<file path="src/rtl/addw_skid_reg_pkg.sv">
// Shared definitions for the addw output skid stage: state encodings and default width.
package addw_skid_reg_pkg;

  typedef enum logic [1:0] {
    SKID_EMPTY = 2'd0,
    SKID_ONE   = 2'd1,
    SKID_FULL  = 2'd2
  } skid_state_e;

  localparam int ADDW_WIDTH = 4;

  // The spare encoding 2'd3 is deliberately treated as empty.
  function automatic logic holds_entry(input skid_state_e s);
    return (s == SKID_ONE) || (s == SKID_FULL);
  endfunction

endpackage

</file>
<file path="src/rtl/addw_skid_reg_skid_slot.sv">
// One storage slot of the skid stage: {predicate, data} register with load enable and sync clear.
module skid_slot #(
  parameter int width = 4
) (
  input  logic             clk,
  input  logic             reset,
  input  logic             clear,
  input  logic             load,
  input  logic [width:0]   d,
  output logic [width:0]   q
);

  logic [width:0] data_d;
  logic [width:0] data_q;

  always_comb begin
    data_d = data_q;
    if (clear) begin
      data_d = '0;
    end else if (load) begin
      data_d = d;
    end
  end

  always_ff @(posedge clk) begin
    if (reset) begin
      data_q <= '0;
    end else begin
      data_q <= data_d;
    end
  end

  assign q = data_q;

endmodule

</file>
<file path="src/rtl/addw_skid_reg.sv">
// Registered two-entry skid output stage for the addw sum and its predicate.
module addw_skid_reg
  import addw_skid_reg_pkg::*;
#(
  parameter int width = ADDW_WIDTH
) (
  input  logic             clk,
  input  logic             reset,
  input  logic [width-1:0] i0,
  input  logic             i0_enable,
  input  logic             in_valid,
  output logic             in_ready,
  input  logic             flush,
  output logic [width-1:0] o0,
  output logic             o0_enable,
  output logic             out_valid,
  input  logic             out_ready
);

  skid_state_e    state_q;
  skid_state_e    state_d;
  logic           accept;
  logic           pop;
  logic           head_load;
  logic           head_from_skid;
  logic           skid_load;
  logic [width:0] in_entry;
  logic [width:0] head_in;
  logic [width:0] head_q;
  logic [width:0] skid_q;

  // Both handshake outputs come straight from the state register.
  assign in_ready  = (state_q != SKID_FULL);
  assign out_valid = holds_entry(state_q);
  assign accept    = in_valid & in_ready;
  assign pop       = out_valid & out_ready;
  assign in_entry  = {i0_enable, i0};
  assign head_in   = head_from_skid ? skid_q : in_entry;

  always_comb begin
    state_d        = state_q;
    head_load      = 1'b0;
    head_from_skid = 1'b0;
    skid_load      = 1'b0;
    unique case (state_q)
      SKID_ONE: begin
        if (accept && !pop) begin
          state_d   = SKID_FULL;
          skid_load = 1'b1;
        end else if (pop && !accept) begin
          state_d = SKID_EMPTY;
        end else if (accept && pop) begin
          head_load = 1'b1;
        end
      end
      SKID_FULL: begin
        if (pop) begin
          state_d        = SKID_ONE;
          head_load      = 1'b1;
          head_from_skid = 1'b1;
        end
      end
      default: begin
        if (accept) begin
          state_d   = SKID_ONE;
          head_load = 1'b1;
        end
      end
    endcase
    // Flush wins over any concurrent accept or pop; the slots clear themselves.
    if (flush) begin
      state_d   = SKID_EMPTY;
      head_load = 1'b0;
      skid_load = 1'b0;
    end
  end

  always_ff @(posedge clk) begin
    if (reset) begin
      state_q <= SKID_EMPTY;
    end else begin
      state_q <= state_d;
    end
  end

  skid_slot #(.width(width)) u_head (
    .clk   (clk),
    .reset (reset),
    .clear (flush),
    .load  (head_load),
    .d     (head_in),
    .q     (head_q)
  );

  skid_slot #(.width(width)) u_skid (
    .clk   (clk),
    .reset (reset),
    .clear (flush),
    .load  (skid_load),
    .d     (in_entry),
    .q     (skid_q)
  );

  assign o0        = head_q[width-1:0];
  assign o0_enable = head_q[width];

endmodule

</file>
<file path="config.mk">
export PLATFORM = sky130hd
export DESIGN_NAME = addw_skid_reg
export DESIGN_NICKNAME = d
export VERILOG_FILES = /design/src/rtl/addw_skid_reg_pkg.sv /design/src/rtl/addw_skid_reg_skid_slot.sv /design/src/rtl/addw_skid_reg.sv
export SDC_FILE = /design/constraint.sdc
export NUM_CORES = 1
export LEC_CHECK = 0
export ABC_AREA = 1
export BUFFER_PORTS_ARGS = -buffer_cell sky130_fd_sc_hd__buf_2
export CORE_MARGIN = 5
export CORE_UTILIZATION = 54
export DETAILED_ROUTE_END_ITERATION = 16
export GPL_ROUTABILITY_DRIVEN = 0
export PLACE_DENSITY = 0.77
export SYNTH_ARGS = -nofsm -noshare
export SYNTH_HDL_FRONTEND = slang
export SYNTH_SLANG_ARGS = --single-unit
</file>
<file path="constraint.sdc">
create_clock -name clk -period 2.05 [get_ports clk]
set_input_delay 0.205 -clock clk [delete_from_list [all_inputs] [get_ports clk]]
set_output_delay 0.205 -clock clk [all_outputs]
set_load 0.01 [all_outputs]
</file>
### Word level (Yosys, flattened, before mapping)

Index checks and enable logic that the tools add are counted.

* register bits after elaboration: 12
* input port bits: 10
* logic and storage cells: 36

* equal/unequal tests: 5
* multiplexer cells: 17
* bitwise operators: 2
* reduce and logical (&&, ||, !) cells: 9

Operators with widths (count)
* two-way mux 1 bit: 10
* two-way mux 2 bit: 4
* two-way mux 5 bit: 1
* inequality test 2 bit, second input constant: 2
* one-hot mux 2 bit (2 select lines): 1
* logical AND 1 bit: 3
* inequality test 3 x 1 -> 1 bit, second input constant: 1
* AND reduction 3 bit: 1
* nonzero test 3 bit: 1
* bitwise AND 1 bit: 2
* == test 2 x 1 -> 1 bit, second input constant: 1
* == test 2 bit, second input constant: 1
* zero test 1 bit: 2
* one-hot mux 1 bit (2 select lines): 1
* OR reduction 2 bit: 1
* logical OR 1 bit: 1

### Logic depth before layout (Yosys ltp)

Gate-level depths: netlist of run 1.

* depth after elaboration: 9
* mapped depth: 10
* gate-level depth less buffers: 9

### Cells and area by module

Synthesis of run 1 repeated with hierarchy kept, for this count alone.

* cell total of the unflattened synthesis: 113
* area total of the unflattened synthesis: 685.7 µm²

By module, submodules not included
* skid_slot: instances 2, cells each 32, area each 216.5 µm²
* addw_skid_reg: instances 1, cells each 49, area each 252.7 µm²

### Least setup slack after synthesis of run 1

OpenSTA, ideal clock, no wires.

* kind: register to register
* start point: register state_q[0]
* end point: register u_skid.data_q[0] (netlist: u_skid.q[0])
* library setup time: 0.117 ns
* data arrival time: 1.261 ns
* required time: 1.933 ns
* path slack: 0.672 ns
* cell stages (with the launch flop): 10
* cell sequence: dfxtp_1 > inv_1 > ha_1 > inv_1 > nand2_1 > nand2_2 > nor2_4 > inv_2 > nor3_1 > nor2_1

* word-level cells in the longest chain between the ends: 8

RTL lines
* from (decl): RTL line addw_skid_reg.sv:20 `skid_state_e state_q;`
* from (signal assigned): RTL line addw_skid_reg.sv:82 `state_q <= state_d;`
* == test 2 x 1 -> 1 bit or == test 2 bit (tied branches): RTL line addw_skid_reg_pkg.sv:14 `return (s == SKID_ONE) || (s == SKID_FULL);`
* logical OR 1 bit *: RTL line addw_skid_reg_pkg.sv:14
* named net out_valid: RTL line addw_skid_reg.sv:16 `output logic out_valid,`
* bitwise AND 1 bit *: RTL line addw_skid_reg.sv:36 `assign pop = out_valid & out_ready;`
* zero test 1 bit *: RTL line addw_skid_reg.sv:47 `if (accept && !pop) begin`
* logical AND 1 bit *: RTL line addw_skid_reg.sv:47
* two-way mux 1 bit *: RTL line addw_skid_reg.sv:47
* two-way mux 1 bit *: RTL line addw_skid_reg.sv:45 `unique case (state_q)`
* two-way mux 1 bit *: RTL line addw_skid_reg.sv:71 `if (flush) begin`
* to (signal assigned): RTL line addw_skid_reg_skid_slot.sv:29 `data_q <= data_d;`
* to (decl): RTL line addw_skid_reg_skid_slot.sv:14 `logic [width:0] data_q;`

The timed path passes the listed nets; every way through them passes the cells marked *.
A chain may end at the register's enable or synchronous reset.

### Worst setup path after layout of run 1

* start point: register state_q[0]
* end point: register u_head.data_q[1] (netlist: u_head.q[1])

* word-level cells in the longest chain between the ends: 9

RTL lines
* == test 2 x 1 -> 1 bit or == test 2 bit (tied branches): RTL line addw_skid_reg_pkg.sv:14, addw_skid_reg.sv:45
* logical OR 1 bit: RTL line addw_skid_reg_pkg.sv:14
* bitwise AND 1 bit: RTL line addw_skid_reg.sv:36
* logical AND 1 bit: RTL line addw_skid_reg.sv:52 `end else if (accept && pop) begin`
* two-way mux 1 bit: RTL line addw_skid_reg.sv:52
* two-way mux 1 bit: RTL line addw_skid_reg.sv:50 `end else if (pop && !accept) begin`
* two-way mux 1 bit: RTL line addw_skid_reg.sv:47
* one-hot mux 1 bit (2 select lines): RTL line addw_skid_reg.sv:45
* two-way mux 1 bit: RTL line addw_skid_reg.sv:71
* to (signal assigned): RTL line addw_skid_reg_skid_slot.sv:29
* to (decl): RTL line addw_skid_reg_skid_slot.sv:14

Parallel ways exist; a longest one is shown, timed or not.

==> results of run 1 <==
synth_stat cells (all sizes together):
cell type and number:
o21ai 6, inv 13, nor2 14, nand3 12, nand2 24, dfxtp 12
ha 2, o211ai 1, a21oi 8, buf 3, clkinv 2, nor3 5
metal layers:
metal,global-route usage [%],up-vias
met2,26.92,17
met4,11.93,0
met3,2.767,4
met1,18.01,297
li1,-,358
met5,0,-
worst min-delay path by stage:
| stage | slack [ns] | endpoint | depth (start not counted) |
|---|---|---|---|
| after CTS | 0.17 | u_skid.q[4] | 3 |
| final | 0.17 | u_skid.q[4] | 3 |
| after global placement | 0.44 | u_skid.q[0] | 3 |
| after detailed placement | 0.46 | u_skid.q[4] | 3 |
| after floorplan | 0.33 | u_skid.q[0] | 2 |
| after global routing | 0.19 | u_skid.q[3] | 3 |
layout make-up:
type / count / area [µm²] / area share, %
repair buffers: 16 / 80.08 / 9.861
multi-input cells: 72 / 375.4 / 46.22
flip-flops and latches: 12 / 240.2 / 29.58
clock buffers: 4 / 36.28 / 4.468
well taps: 15 / 18.77 / 2.311
inverters: 15 / 61.31 / 7.550
tightest hold or removal path: stages:
cell	delay, ns
buf_2	0.09
nor3_1	0.04
nor2_1	0.07
logic make-up (layout without fill, tap and decap cells):
group	Yosys count	in the layout	share of synthesized area (%)
flip-flops	12	12	34.29
AO/OA/AOI/OAI	15	15	13.93
AND/OR/NAND/NOR	55	55	36.07
buffers and inverters	18	35	12.14
adder cells (fa/ha/maj)	2	2	3.571
where the power goes:
part	total, mW	internal [mW]	switching, mW
sequential	0.243	0.239	0.00365
combinational	0.0828	0.0314	0.0514
clock	0.188	0.108	0.0800
stage by stage:
| step | area, µm² | worst slack [ns] | hold slack [ns] | total power [mW] | std cells |
|---|---|---|---|---|---|
| floorplan | 700.7 | 0.6716 | 0.3296 | 0.3076 | 102 |
| global placement | 775.7 | 0.5225 | 0.4425 | 0.3304 | 130 |
| detailed placement | 775.7 | 0.4337 | 0.4552 | 0.3318 | 130 |
| CTS | 812.0 | 0.4141 | 0.1700 | 0.5204 | 134 |
| global route | 812.0 | 0.2721 | 0.1934 | 0.5460 | 134 |
| finish | 812.0 | 0.4363 | 0.1696 | 0.5139 | 134 |
flip-flops by register name, indices dropped and copies added (netlist names):
| name | count |
|---|---|
| u_head.q | 5 |
| u_skid.q | 5 |
| state_q | 2 |
==> impl_metrics.env, run 1 <==
export IMPL_cts_made_buffers=3
export IMPL_cts_max_path_buffers=2
export IMPL_grt_start_max_net_pins=12
export IMPL_ys_top_cells_by_area="dfxtp_1 34%, nand2_1 12%, nand3_1 8.6%, inv_1 6.4%, nor2_1 6.4%"
export IMPL_ys_seq_elements=12
export IMPL_layout_min_cycle_time_ns=1.614
export IMPL_setup_worst_path_end_class="flop"
export IMPL_routed_via_density=5.045
export IMPL_utilization_pct=64.00
export IMPL_rr_startpoint="state_q[0]"
export IMPL_mostFrequentLayoutCells="22 x nand2_1, 16 x buf_2"
export IMPL_finalWirelength_um=1446
export IMPL_critical_path_startpoint_type="flop"
export IMPL_synth_top_cell_by_area="dfxtp_1"
export IMPL_via_count_of_the_first_global_routing_pass=603
export IMPL_htree_levels=1
export IMPL_timing_critical_path_arrival_ns=1.78
export IMPL_grtUsageTotal_pct=16.16
export IMPL_synth_top_area_share_pct=34.29
export IMPL_worstMarginPinSlew_ns=0.5880
export IMPL_post_dr_wirelength_cell_um=10.79
export IMPL_antenna_violating_nets_post_route=0
export IMPL_final_nets=132
export IMPL_rsz_0062_raised_after_global_routing="no"
export IMPL_clk_pin_slew_worst_paths_ns=0.08
export IMPL_maxSlewHeadroom_pct=60.66
export IMPL_r2r_end="u_head.q[1]"
export IMPL_crit_slowest_cell="ha_1"
export IMPL_power_density_nw_per_um2=632.9
export IMPL_drt_pre_antenna_iters=4
export IMPL_worst_reg_to_reg_setup_slack_ns=0.44
export IMPL_numPortBuffers=16
export IMPL_peakVddDrop_mv=0.4882
export IMPL_post_route_cells_drive_above_1_share_pct=24.37
export IMPL_finalCritPeriodShare_pct=78.71
export IMPL_cts_tree="done"
export IMPL_final_setup_tns_ns=0
export IMPL_outcome="complete, no violations"
export IMPL_drv_cap=0
export IMPL_grt_antenna_before_repair=0
export IMPL_timing_critical_path_mode_cell="nand2_1"
export IMPL_setup_worst_path_class="flop to flop"
export IMPL_dp_hpwl_um=1113
export IMPL_cts_repair_resized=0
export IMPL_timing_max_transition_violations_final=0
export IMPL_cp_startpoint="state_q[0]"
export IMPL_cts_sink_count=12
export IMPL_worst_path_stages=9
export IMPL_met2RoutedLength_um=701
export IMPL_r2r_worst_path_cells=9
export IMPL_ys_warn_count=0
export IMPL_termination_of_the_worst_setup_path="u_head.q[1]"
export IMPL_hold_path_startpoint="i0_enable"
export IMPL_diodes=0
export IMPL_insertion_delay_ns=0.27
export IMPL_synth_area_um2=700.7
export IMPL_critPathMaxStageDelay_ns=0.46
export IMPL_floorplan_die_area_um2=2118
export IMPL_cell_rows=13
export IMPL_grt_first_pass_wirelength_um=2394
export IMPL_boundaryPins=17
export IMPL_final_fill_count=130
export IMPL_met3_length_um=73
export IMPL_dr_max_layer_used="met4"
export IMPL_route_detailed_drc=0
export IMPL_floorplan_initialDensity_pct=55.23
export IMPL_peak_fanout_along_the_critical_path=10
export IMPL_core_um2=1269
export IMPL_required_ns=2.22
export IMPL_synth_cell_types=21
export IMPL_path_buf_inv=2
export IMPL_final_hold_violation_count=0
export IMPL_crit_family="simple AND/OR/NAND/NOR gates"
export IMPL_postSynthNetCount=114
export IMPL_clockRootBuffer="clkbuf_4"
export IMPL_holdCritPathClass="primary input to flop"
export IMPL_mean_instance_size_in_the_synthesized_netlist_um2=6.869
export IMPL_layout_cells_most_common="nand2_1"
export IMPL_synth_cells=102
export IMPL_grt_overflow_total=0
export IMPL_die_width_um=46.02
export IMPL_first_iter_violations=11
export IMPL_wirelength_met1_um=641
export IMPL_report_final_setup_viol=0
export IMPL_maxClockFrequency_mhz=619.7
export IMPL_cts_setup_buffers=0
export IMPL_power_static_leakage_nw=0.3896
export IMPL_vias_post_dr=676
export IMPL_chain_of_cells_forming_the_critical_path="inv_1 -> ha_1 -> nand2_1 -> nand2_1 -> nand2_1 -> inv_1 -> nand3_1 -> nand2_1 -> nor2_1"
export IMPL_syn2layout_area_growth_pct=15.89
export IMPL_cts_hold_buffers=0
export IMPL_ys_seq_area_share_pct=34.29
export IMPL_setup_clock_skew_after_layout_ns=0.001251
export IMPL_die_height_um=46.02
No activity file was read; power rests on OpenSTA's default activity.
==> run 2, diff against run 1 <==
--- a/config.mk
+++ b/config.mk
@@ -8,10 +8,10 @@
 export ABC_AREA = 1
 export BUFFER_PORTS_ARGS = -buffer_cell sky130_fd_sc_hd__buf_2
 export CORE_MARGIN = 5
-export CORE_UTILIZATION = 54
+export CORE_UTILIZATION = 45
 export DETAILED_ROUTE_END_ITERATION = 16
 export GPL_ROUTABILITY_DRIVEN = 0
-export PLACE_DENSITY = 0.77
+export PLACE_DENSITY = 0.69
 export SYNTH_ARGS = -nofsm -noshare
 export SYNTH_HDL_FRONTEND = slang
 export SYNTH_SLANG_ARGS = --single-unit
==> constraint.sdc (replaced) <==
create_clock -name clk -period 1.47 [get_ports clk]
set_input_delay 0.147 -clock clk [delete_from_list [all_inputs] [get_ports clk]]
set_output_delay 0.147 -clock clk [all_outputs]
set_load 0.01 [all_outputs]
==> run 2 against run 1 <==
- register-to-register slack worse by 0.35 ns
- non-clock buffer count increased by 3
- total power increased by 46%
- critical path type unchanged
- largest power group unchanged
==> impl_metrics.env, run 2 (synthesis results as in run 1) <==
export IMPL_dp_hpwl_um=1068
export IMPL_grtUsageTotal_pct=12.48
export IMPL_maxClockFrequency_mhz=724.5
export IMPL_floorplan_initialDensity_pct=47.06
export IMPL_drv_cap=0
export IMPL_chain_of_cells_forming_the_critical_path="inv_2 -> ha_4 -> inv_1 -> nand2_1 -> nand2_2 -> nor2_4 -> inv_4 -> nor3_4 -> nor2_1"
export IMPL_hold_path_end="u_skid.q[0]"
export IMPL_first_iter_violations=10
export IMPL_final_nets=135
export IMPL_critPathMaxStageDelay_ns=0.35
export IMPL_finalWirelength_um=1494
export IMPL_cts_made_buffers=3
export IMPL_clk_pin_slew_worst_paths_ns=0.09
export IMPL_floorplan_die_area_um2=2446
export IMPL_maxSlewHeadroom_pct=81.60
export IMPL_cts_hold_buffers=0
export IMPL_die_height_um=49.46
export IMPL_critical_path_startpoint_type="flop"
export IMPL_drt_pre_antenna_iters=4
export IMPL_setup_worst_path_class="flop to flop"
export IMPL_holdCritPathClass="primary input to flop"
export IMPL_crit_family="simple AND/OR/NAND/NOR gates"
export IMPL_insertion_delay_ns=0.28
export IMPL_design_power_total_uw=751.6
export IMPL_diodes=0
export IMPL_setup_worst_path_end_class="flop"
export IMPL_worstMarginPinSlew_ns=0.2749
export IMPL_peak_fanout_along_the_critical_path=6
export IMPL_grt_first_pass_wirelength_um=2421
export IMPL_hold_path_startpoint="i0[0]"
export IMPL_crit_slowest_cell="dfxtp_2"
export IMPL_route_detailed_drc=0
export IMPL_clockRootBuffer="clkbuf_4"
export IMPL_timing_max_transition_violations_final=0
export IMPL_peakVddDrop_mv=0.5275
export IMPL_outcome="complete, no violations"
export IMPL_post_route_cells_drive_above_1_share_pct=32.79
export IMPL_r2r_worst_path_cells=9
export IMPL_cts_tree="done"
export IMPL_cts_sink_count=12
export IMPL_grt_start_max_net_pins=12
export IMPL_antenna_violating_nets_post_route=0
export IMPL_cell_rows=14
export IMPL_setup_clock_skew_after_layout_ns=0.002457
export IMPL_post_dr_wirelength_cell_um=10.83
export IMPL_final_hold_violation_count=0
export IMPL_min_delay_path_depth=3
export IMPL_via_count_of_the_first_global_routing_pass=567
export IMPL_holdWs_ns=0.1029
export IMPL_layout_cells_most_common="nand2_1"
export IMPL_worst_reg_to_reg_setup_slack_ns=0.09
export IMPL_grt_antenna_before_repair=0
export IMPL_finalCritPeriodShare_pct=93.90
export IMPL_required_ns=1.65
export IMPL_timing_critical_path_arrival_ns=1.56
export IMPL_cts_max_path_buffers=2
export IMPL_mostFrequentLayoutCells="22 x nand2_1, 16 x buf_2, 12 x nor2_1, 12 x nand3_1"
export IMPL_rr_startpoint="state_q[0]"
export IMPL_grt_overflow_total=0
export IMPL_routed_via_density=4.935
export IMPL_htree_levels=1
export IMPL_final_fill_count=146
export IMPL_syn2layout_area_growth_pct=26.96
export IMPL_rsz_0062_raised_after_global_routing="yes"
export IMPL_power_static_leakage_nw=0.4183
export IMPL_r2r_end="u_skid.q[4]"
export IMPL_die_width_um=49.46
export IMPL_boundaryPins=17
export IMPL_core_um2=1489
export IMPL_layout_min_cycle_time_ns=1.380
export IMPL_path_buf_inv=3
export IMPL_power_density_nw_per_um2=844.8
export IMPL_numPortBuffers=16
export IMPL_report_final_setup_viol=0
export IMPL_worst_path_stages=9
export IMPL_vias_post_dr=681
==> run 2: layout make-up <==
cell class                      instances  area (µm²)  area share [%]
Clock buffer                            4       36.28           4.079
Inverter                               15       63.81           7.173
Multi-Input combinational cell         72       425.4           47.82
Sequential cell                        12       241.5           27.14
Tap cell                               16       20.02           2.250
Timing Repair Buffer                   19       102.6           11.53
==> run 2: per-stage QoR <==
| step | cell area [µm²] | TNS (ns) | setup WS [ns] | utilization, % | cells |
|---|---|---|---|---|---|
| after detailed placement | 792.0 | 0 | 0.01557 | 53.19 | 133 |
| after global placement | 792.0 | 0 | 0.05639 | 53.19 | 133 |
| after global routing | 889.6 | -0.1622 | -0.03800 | 59.75 | 138 |
| after floorplan | 700.7 | 0 | 0.09162 | - | 102 |
| after CTS | 828.3 | 0 | 0.001521 | 55.63 | 137 |
| final | 889.6 | 0 | 0.08970 | 59.75 | 138 |
==> run 2: worst register-to-register path: stages (launching register included) <==
cell and delay [ns]:
dfxtp_2 0.35, inv_2 0.05, ha_4 0.26, inv_1 0.05, nand2_1 0.07, nand2_2 0.07
nor2_4 0.18, inv_4 0.09, nor3_4 0.11, nor2_1 0.05
==> run 2: how the worst max path moves through the flow <==
| stage | start | end | slack, ns |
|---|---|---|---|
| 2_1_floorplan | state_q[0] | u_skid.q[0] | 0.09 |
| 3_3_place_gp | state_q[0] | u_skid.q[1] | 0.06 |
| 3_5_place_dp | state_q[0] | u_skid.q[4] | 0.02 |
| 4_1_cts | state_q[0] | u_skid.q[4] | 0.002 |
| 5_1_grt | state_q[0] | u_skid.q[3] | -0.04 |
| 6_report | state_q[0] | u_skid.q[4] | 0.09 |
==> run 2: where the power goes <==
group          total [mW]  internal (mW)  switching (mW)
Clock               0.281          0.151           0.130
Combinational       0.131         0.0508          0.0806
Sequential          0.340          0.334         0.00528
Total               0.752          0.536           0.216
==> run 2: what timing repair did <==
item	4_1_cts	5_1_grt
buffers inserted	0	1
endpoints found under the hold margin	0	0
endpoints found under the setup margin	0	13
gates resized for setup	0	11
==> run 2: routing by layer <==
metal,global-route usage (%),routed length (µm),up-vias
li1,-,-,365
met3,3.614,96,2
met1,17.34,657,297
met4,6.550,19,0
met2,17.17,720,17
met5,0,0,-
